File: src/rtl/dataflow_pkg.sv
`default_nettype none
// +----------------------------------------------------------------------------+
// | dataflow_pkg                                                               |
// | Shared types and helpers for the FIFO read-side stream datapath.           |
// | Rev 1.0                                                                    |
// +----------------------------------------------------------------------------+
package dataflow_pkg;

   localparam int unsigned MIN_READ_LATENCY = 1;
   localparam int unsigned MAX_READ_LATENCY = 4;

   typedef enum logic [1:0] {
      Q_IDLE = 2'd0,
      Q_PUSH = 2'd1,
      Q_POP  = 2'd2,
      Q_BOTH = 2'd3
   } q_op_e;

   // A registered FIFO memory output adds one cycle to the read path.
   function automatic int unsigned memory_read_latency(input logic out_reg);
      return out_reg ? 2 : 1;
   endfunction

endpackage
`default_nettype wire

File: src/rtl/stream_skid_queue.sv
`default_nettype none
// +----------------------------------------------------------------------------+
// | stream_skid_queue                                                          |
// | Circular output queue with level counter; head word drives the stream.     |
// | Rev 1.0                                                                    |
// +----------------------------------------------------------------------------+
module stream_skid_queue
   import dataflow_pkg::*;
#(
   parameter  int WIDTH  = 16,
   parameter  int QDEPTH = 3,
   localparam int LW     = $clog2(QDEPTH + 1),
   localparam int PW     = (QDEPTH > 1) ? $clog2(QDEPTH) : 1
) (
   input  logic             clk,
   input  logic             rst_n,
   input  logic             i_flush,
   input  logic             i_push,
   input  logic [WIDTH-1:0] i_push_data,
   input  logic             i_pop,
   output logic             o_valid,
   output logic [WIDTH-1:0] o_data,
   output logic [LW-1:0]    o_level
);

   logic [WIDTH-1:0] r_mem [QDEPTH];
   logic [PW-1:0]    r_head;
   logic [PW-1:0]    r_tail;
   logic [LW-1:0]    r_level;

   logic             w_push;
   logic             w_pop;
   logic [PW-1:0]    w_head_nxt;
   logic [PW-1:0]    w_tail_nxt;
   q_op_e            w_op;

   assign w_push     = i_push;
   assign w_pop      = i_pop & (r_level != '0);
   assign w_head_nxt = (r_head == PW'(QDEPTH - 1)) ? '0 : r_head + 1'b1;
   assign w_tail_nxt = (r_tail == PW'(QDEPTH - 1)) ? '0 : r_tail + 1'b1;

   always_comb begin
      w_op = Q_IDLE;
      if (w_push && w_pop) begin
         w_op = Q_BOTH;
      end else if (w_push) begin
         w_op = Q_PUSH;
      end else if (w_pop) begin
         w_op = Q_POP;
      end
   end

   always_ff @(posedge clk or negedge rst_n) begin
      if (!rst_n) begin
         for (int i = 0; i < QDEPTH; i++) begin
            r_mem[i] <= '0;
         end
         r_head  <= '0;
         r_tail  <= '0;
         r_level <= '0;
      end else if (i_flush) begin
         // Flush beats a same-cycle push; the word being handed out still counts as delivered.
         r_head  <= '0;
         r_tail  <= '0;
         r_level <= '0;
      end else begin
         if (w_push) begin
            r_mem[r_tail] <= i_push_data;
            r_tail        <= w_tail_nxt;
         end
         if (w_pop) begin
            r_head <= w_head_nxt;
         end
         case (w_op)
            Q_PUSH:  r_level <= r_level + 1'b1;
            Q_POP:   r_level <= r_level - 1'b1;
            default: r_level <= r_level;
         endcase
      end
   end

   assign o_valid = (r_level != '0);
   assign o_data  = r_mem[r_head];
   assign o_level = r_level;

   a_no_push_when_full: assert property (
      @(posedge clk) disable iff (!rst_n)
      !(i_push && !i_flush && (r_level == LW'(QDEPTH)))
   );

endmodule
`default_nettype wire

File: src/rtl/fifo_stream_adapter.sv
`default_nettype none
// +----------------------------------------------------------------------------+
// | fifo_stream_adapter                                                        |
// | Issues FIFO pops with credit, absorbs read latency, drives valid/ready.    |
// | Rev 1.0                                                                    |
// +----------------------------------------------------------------------------+
module fifo_stream_adapter
   import dataflow_pkg::*;
#(
   parameter  int WIDTH        = 16,
   parameter  int READ_LATENCY = 2,
   localparam int QDEPTH       = READ_LATENCY + 1,
   localparam int LW           = $clog2(QDEPTH + 1)
) (
   input  logic             clk,
   input  logic             rst_n,
   input  logic             fifo_empty,
   input  logic [WIDTH-1:0] fifo_data,
   output logic             fifo_rd_en,
   input  logic             flush,
   output logic             out_valid,
   input  logic             out_ready,
   output logic [WIDTH-1:0] out_data,
   output logic [LW-1:0]    level
);

   localparam int CW = LW + 1;

   if ((READ_LATENCY < MIN_READ_LATENCY) || (READ_LATENCY > MAX_READ_LATENCY)) begin : g_bad_latency
      $error("fifo_stream_adapter: READ_LATENCY out of range");
   end

   logic [READ_LATENCY-1:0] r_infl;
   logic [CW-1:0]           w_infl_cnt;
   logic [CW-1:0]           w_commit;
   logic                    w_xfer;
   logic                    w_credit;
   logic                    w_rd_en;

   always_comb begin
      w_infl_cnt = '0;
      for (int i = 0; i < READ_LATENCY; i++) begin
         w_infl_cnt = w_infl_cnt + CW'(r_infl[i]);
      end
   end

   // Words already owned by the queue or on their way, less the one leaving this cycle.
   assign w_xfer     = out_valid & out_ready;
   assign w_commit   = CW'(level) + w_infl_cnt - CW'(w_xfer);
   assign w_credit   = (w_commit < CW'(QDEPTH));
   assign w_rd_en    = rst_n & ~flush & ~fifo_empty & w_credit;
   assign fifo_rd_en = w_rd_en;

   always_ff @(posedge clk or negedge rst_n) begin
      if (!rst_n) begin
         r_infl <= '0;
      end else if (flush) begin
         r_infl <= '0;
      end else begin
         r_infl <= (r_infl << 1) | READ_LATENCY'(w_rd_en);
      end
   end

   stream_skid_queue #(
      .WIDTH  (WIDTH),
      .QDEPTH (QDEPTH)
   ) u_queue (
      .clk         (clk),
      .rst_n       (rst_n),
      .i_flush     (flush),
      .i_push      (r_infl[READ_LATENCY-1]),
      .i_push_data (fifo_data),
      .i_pop       (w_xfer),
      .o_valid     (out_valid),
      .o_data      (out_data),
      .o_level     (level)
   );

endmodule
`default_nettype wire
File: config.mk
export PLATFORM = sky130hd
export DESIGN_NAME = fifo_stream_adapter
export DESIGN_NICKNAME = d
export VERILOG_FILES = /design/src/rtl/dataflow_pkg.sv /design/src/rtl/stream_skid_queue.sv /design/src/rtl/fifo_stream_adapter.sv
export SDC_FILE = /design/constraint.sdc
export NUM_CORES = 1
export LEC_CHECK = 0
export CORE_ASPECT_RATIO = 1.4
export CORE_MARGIN = 2
export CORE_UTILIZATION = 53
export CTS_CLUSTER_SIZE = 40
export DETAILED_ROUTE_END_ITERATION = 12
export HOLD_SLACK_MARGIN = 0.06
export PLACE_DENSITY = 0.79
export SLEW_MARGIN = 10
export SYNTH_ARGS = -nofsm -noshare
export SYNTH_HDL_FRONTEND = slang
export SYNTH_SLANG_ARGS = --single-unit
File: constraint.sdc
create_clock -name clk -period 2.6 [get_ports clk]
set_input_delay 0.26 -clock clk [delete_from_list [all_inputs] [get_ports clk]]
set_output_delay 0.26 -clock clk [all_outputs]
set_load 0.05 [all_outputs]
[Yosys cells after proc, flatten, opt, wreduce, memory -nomap -nowiden]
Cells that the tools add are included.
W data, S select, Z words.
Storage, ports and cells
  register bits after elaboration: 56
  output and inout bits: 20
  logic and storage cells: 57
Operators by class
  add/sub/neg operators: 7
  magnitude comparators: 4
  equal/unequal tests: 4
  multiplexer cells: 18
  bitwise operators: 10
  reductions and logical operators: 7
Operators by type and width (number)
  $bwmux W48: 1
  $mux W16: 3
  $bmux W16 S2: 1
  $demux W16 S2: 1
  $mux W2: 11
  $add A2 B1 Y2 const B: 3
  $eq A2 B2 Y1 const B: 3
  $ge A3 B3 Y1 const B: 2
  $not A2 Y3: 2
  $reduce_bool A2 Y1: 3
  $and A1 B1 Y1: 5
  $pmux W2 S2: 1
  $add A2 B2 Y3: 1
  $lt A3 B1 Y1 const B: 1
  $lt A3 B2 Y1 const B: 1
  $reduce_bool A3 Y1: 1
  $sub A3 B1 Y3: 1
  $add A1 B1 Y2: 1
  $eq A2 B1 Y1 const B: 1
  $logic_and A1 B1 Y1: 2
  $not A1 Y1: 2
  $or A2 B1 Y2: 1
  $reduce_and A2 Y1: 1
  $sub A2 B1 Y2 const B: 1

[Longest topological paths before layout]
  depth in word-level cells: 9
  gate-level depth with buffers: 7
  mapped depth without buffers: 7

[Modules after synthesis]
A second synthesis with hierarchy kept.
Unflattened totals
  cells, all modules: 205
  area, all modules: 2648.8 um2
Modules (own cells, without submodules)
  stream_skid_queue: instances 1, cells an instance 187, area an instance 2474.9 um2, seq. area each 1351.3 um2
  fifo_stream_adapter: instances 1, cells an instance 18, area an instance 173.9 um2, seq. area each 50.0 um2

[Worst setup path before layout]
No wires, ideal clock.
  kind: flip-flop to output port
  start point: reg u_queue.r_level[0] (netlist: u_queue.o_level[0])
  end point: out fifo_rd_en
  arrival time: 4.510 ns
  required time: 2.340 ns
  setup slack: -2.170 ns
  stages on the path, launching flop included: 7
  buffers on the path: 0
  path through: dfrtp_1 o21a_1 ha_1 fa_1 inv_1 fa_1 a2111oi_0
On the way
  cells in the longest elaborated chain, start to end: 5
RTL lines
  start, declared: line stream_skid_queue.sv:29  | logic [LW-1:0] r_level;
  start signal, assigned: line stream_skid_queue.sv:75  | Q_PUSH: r_level <= r_level + 1'b1;
  start signal, assigned: line stream_skid_queue.sv:76  | Q_POP: r_level <= r_level - 1'b1;
  start signal, assigned: line stream_skid_queue.sv:77  | default: r_level <= r_level;
  branches (longest 2 deep; another with $add A2 B2 Y3)
  $sub A3 B1 Y3 (*): line fifo_stream_adapter.sv:49  | assign w_commit = CW'(level) + w_infl_cnt - CW'(w_xfer);
  $lt A3 B2 Y1 (*): line fifo_stream_adapter.sv:50  | assign w_credit = (w_commit < CW'(QDEPTH));
  $and A1 B1 Y1 (*): line fifo_stream_adapter.sv:51  | assign w_rd_en = rst_n & ~flush & ~fifo_empty & w_credit;
  end, declared: line fifo_stream_adapter.sv:19  | output logic fifo_rd_en,
Every way passes the cells marked *.

[Worst setup path after layout]
  start point: reg u_queue.r_level[1] (netlist: u_queue.o_level[1])
  end point: out fifo_rd_en
The elaborated chain is that of the path after synthesis.

==> out/results.ini <==
[logic_synthesis]
yosys.area.top_type_share=0.5234
synth-seq-cells=56
synth_top_flop_cell=dfrtp_1
postSynthAreaPerCell_sq_um=14.02
async_reset_ff_frac=1.000
synth_nets=217
synthTopCellsByCount=dfrtp_1, mux2_2, mux2i_1
synth_area_leader_cell=dfrtp_1
syn_inst=191
synth_cell_types=27
yosys-top-cells-area=dfrtp_1, mux2_2, mux2i_1, o2bb2ai_1, buf_6
synth_edf_count=0
synth_most_common_cell=dfrtp_1
seq_area_frac_synth=0.5234
yosysWarnings=0
syn_area_sq_um=2678

[global_route]
grt_pass1_wl_um=8707
antenna_found_initial=0
first_global_vias=1802
grt_max_degree=57
grtUsageTotal=0.2034
grt_overflow=0

[finish]
final_nets=265
multiInputGateArea_sq_um=1179
insertedDiodeCount=0
layout-drive-gt1-share=0.4083
ff_latch_area_sq_um=1404
final_core_utilization=0.7116
final_area_sq_um=3446
fillers=338
fin_cells=304
area_growth_pct=28.69

[sta]
finalCriticalPeriod_ns=2.897
post-route-period-util=1.114
setup_viol_count_final=1
fin_ws_ns=-0.2965
rsz0062_at_grt=true
drv_slew=0
whs_ns=0.1094
finalHoldViolations=0
timing.fmax_mhz=345.2
maxSlewHeadroom=0.5458
skew_ns=0.005718
worstMarginPinSlew_ns=0.6813

[placement]
place_area_sq_um=3353
portBuffers=40
hpwl_um=3762
placed_cells=296
finalWeightedCongestion=0.7333

[pwr]
p_sw_w=0.001402
comb_power_share=0.547
p_sw_frac=0.3920
p_per_area_nw_per_um2=1038
clkPwrFrac=0.135
p_leak_nw=1.503
vdd_ir_drop_max_uv=759.6
p_seq_frac=0.318
p_int_w=0.002175

[route]
route.vias.total=1680
drc_errors=0
ant_nets=0
routed_via_density=5.526
wl_per_cell_um=17.23
drt_first_pass_iters=4
totalWireLength_um=5239
drt_iter0_markers=70

[clock_tree]
cts_tree=done
cts_setup_buffers=0
insertion_delay_ns=0.31
clk_pin_slew_worst_paths_ns=0.09
clock_sinks=56
htree_levels=2
root_buffer=clkbuf_8
postCtsHoldBufs=0
clockBufferDepth=2
numCtsBuffers=5

[critical_path]
path_class=reg2out
max_stage_delay_ns=0.46
r2r.worst_path.cells=6
crit_chain=o21a_1 > ha_1 > fa_2 > inv_2 > fa_1 > a2111oi_4 > buf_12
cp.arrival_ns=2.64
worstPathRequired_ns=2.34
cp_max_fo=2
cp-start-kind=flop
slowest_stage=fa_1
setup.worst_path.end_class=output pin

[hold_path]
hp-class=in2async

[outcome]
status=finished, violations left
violations=setup timing

[floorplan]
die_area_sq_um=5645
die_x_um=64.07
die_y_um=88.10
initial_utilization=0.5530
io_pins=41
rows=30
coreArea_sq_um=4842

[job]
maxCapViolations=0

-- power by group through the flow --
stage | clock network, W | logic, W | registers [W]
after floorplan | 0 | 0.00105 | 0.00116
after global placement | 0 | 0.00193 | 0.00114
after detailed placement | 0 | 0.00197 | 0.00116
after CTS | 0.000487 | 0.00198 | 0.00114
after global routing | 0.000522 | 0.00206 | 0.00116
final | 0.000481 | 0.00196 | 0.00114
-- metrics by stage --
step           TNS, ns  total power (W)  worst slack [ns]
2_1_floorplan  -0.3800         0.002213           -0.3800
3_3_place_gp   -0.2284         0.003068           -0.2284
3_5_place_dp   -0.2763         0.003130           -0.2763
4_1_cts        -0.2938         0.003609           -0.2938
5_1_grt        -0.3616         0.003738           -0.3616
6_report       -0.2965         0.003577           -0.2965
-- cell type report --
| type | instances | share of cell area |
|---|---|---|
| Sequential cell | 56 | 0.4074 |
| Multi-Input combinational cell | 115 | 0.3420 |
| Timing Repair Buffer | 53 | 0.1924 |
| Clock buffer | 8 | 0.02614 |
| Tap cell | 64 | 0.02324 |
| Inverter | 8 | 0.008715 |
-- layer usage --
metal  wire length (um)  global-route usage  share of wire
met5                  0                   0              0
met1               2122              0.2502           0.41
met2               2889              0.3608           0.55
met4                 67             0.07115          0.013
met3                160             0.03470          0.031
-- critical path, delay by kind of cell, from the launching register on --
family | cells | cell delay (ns)
compound gates | 2 | 0.57
flops | 1 | 0.41
fa+ha+maj | 3 | 1.10
buf+inv | 2 | 0.25
-- final timing paths --
path                                                  end  slack (ns)                           start
max                                            fifo_rd_en       -0.30  u_queue.o_level[1]$_DFFE_PN0P_
min                         u_queue.r_mem[11]$_DFFE_PN0P_        0.11                           rst_n
max reg2reg                           r_infl[0]$_DFF_PN0_        0.30  u_queue.o_level[1]$_DFFE_PN0P_
min reg2reg                 u_queue.r_mem[34]$_DFFE_PN0P_        0.51   u_queue.r_mem[34]$_DFFE_PN0P_
max in group asynchronous  u_queue.o_level[1]$_DFFE_PN0P_        2.02                           rst_n
min in group clk                      r_infl[0]$_DFF_PN0_        0.33                           rst_n
-- flip-flops by register name, indices dropped and copies added, names as in the netlist --
name / cells
u_queue.r_mem: 48
u_queue.r_tail: 2
u_queue.o_level: 2
u_queue.r_head: 2
r_infl: 2
-- what timing repair did --
action	in CTS	in global routing
pin swaps	2	1
gates resized for setup	2	0
endpoints found under the setup margin	1	1
-- cell families (layout without fill, tap and decap cells) --
family / count (synthesis) / after routing / synth area share
fa+ha+maj: 5 / 5 / 0.02897
simple gates: 19 / 19 / 0.05607
xor+xnor: 2 / 2 / 0.006543
buf+inv: 20 / 69 / 0.04439
mux: 66 / 66 / 0.2696
flops: 56 / 56 / 0.5234
compound gates: 23 / 23 / 0.07103
-- placed cells by master, fill, tap and decap left out, types with 2 or more instances in the layout --
cell and count:
nor3_1 4, a21oi_1 2, clkbuf_8 6, or3b_2 2, xnor2_1 2, nand2b_1 2
buf_4 13, clkbuf_1 2, mux2_2 49, or2b_1 2, nor2b_1 2, ha_1 3
dfrtp_1 54, mux2i_1 17, buf_12 17, o2bb2ai_1 16, o21a_1 2, dfrtp_2 2
clkdlybuf4s50_1 22, inv_1 7, or2_2 2, and4bb_2 2
Note: power is estimated with default switching activity, not from simulation.
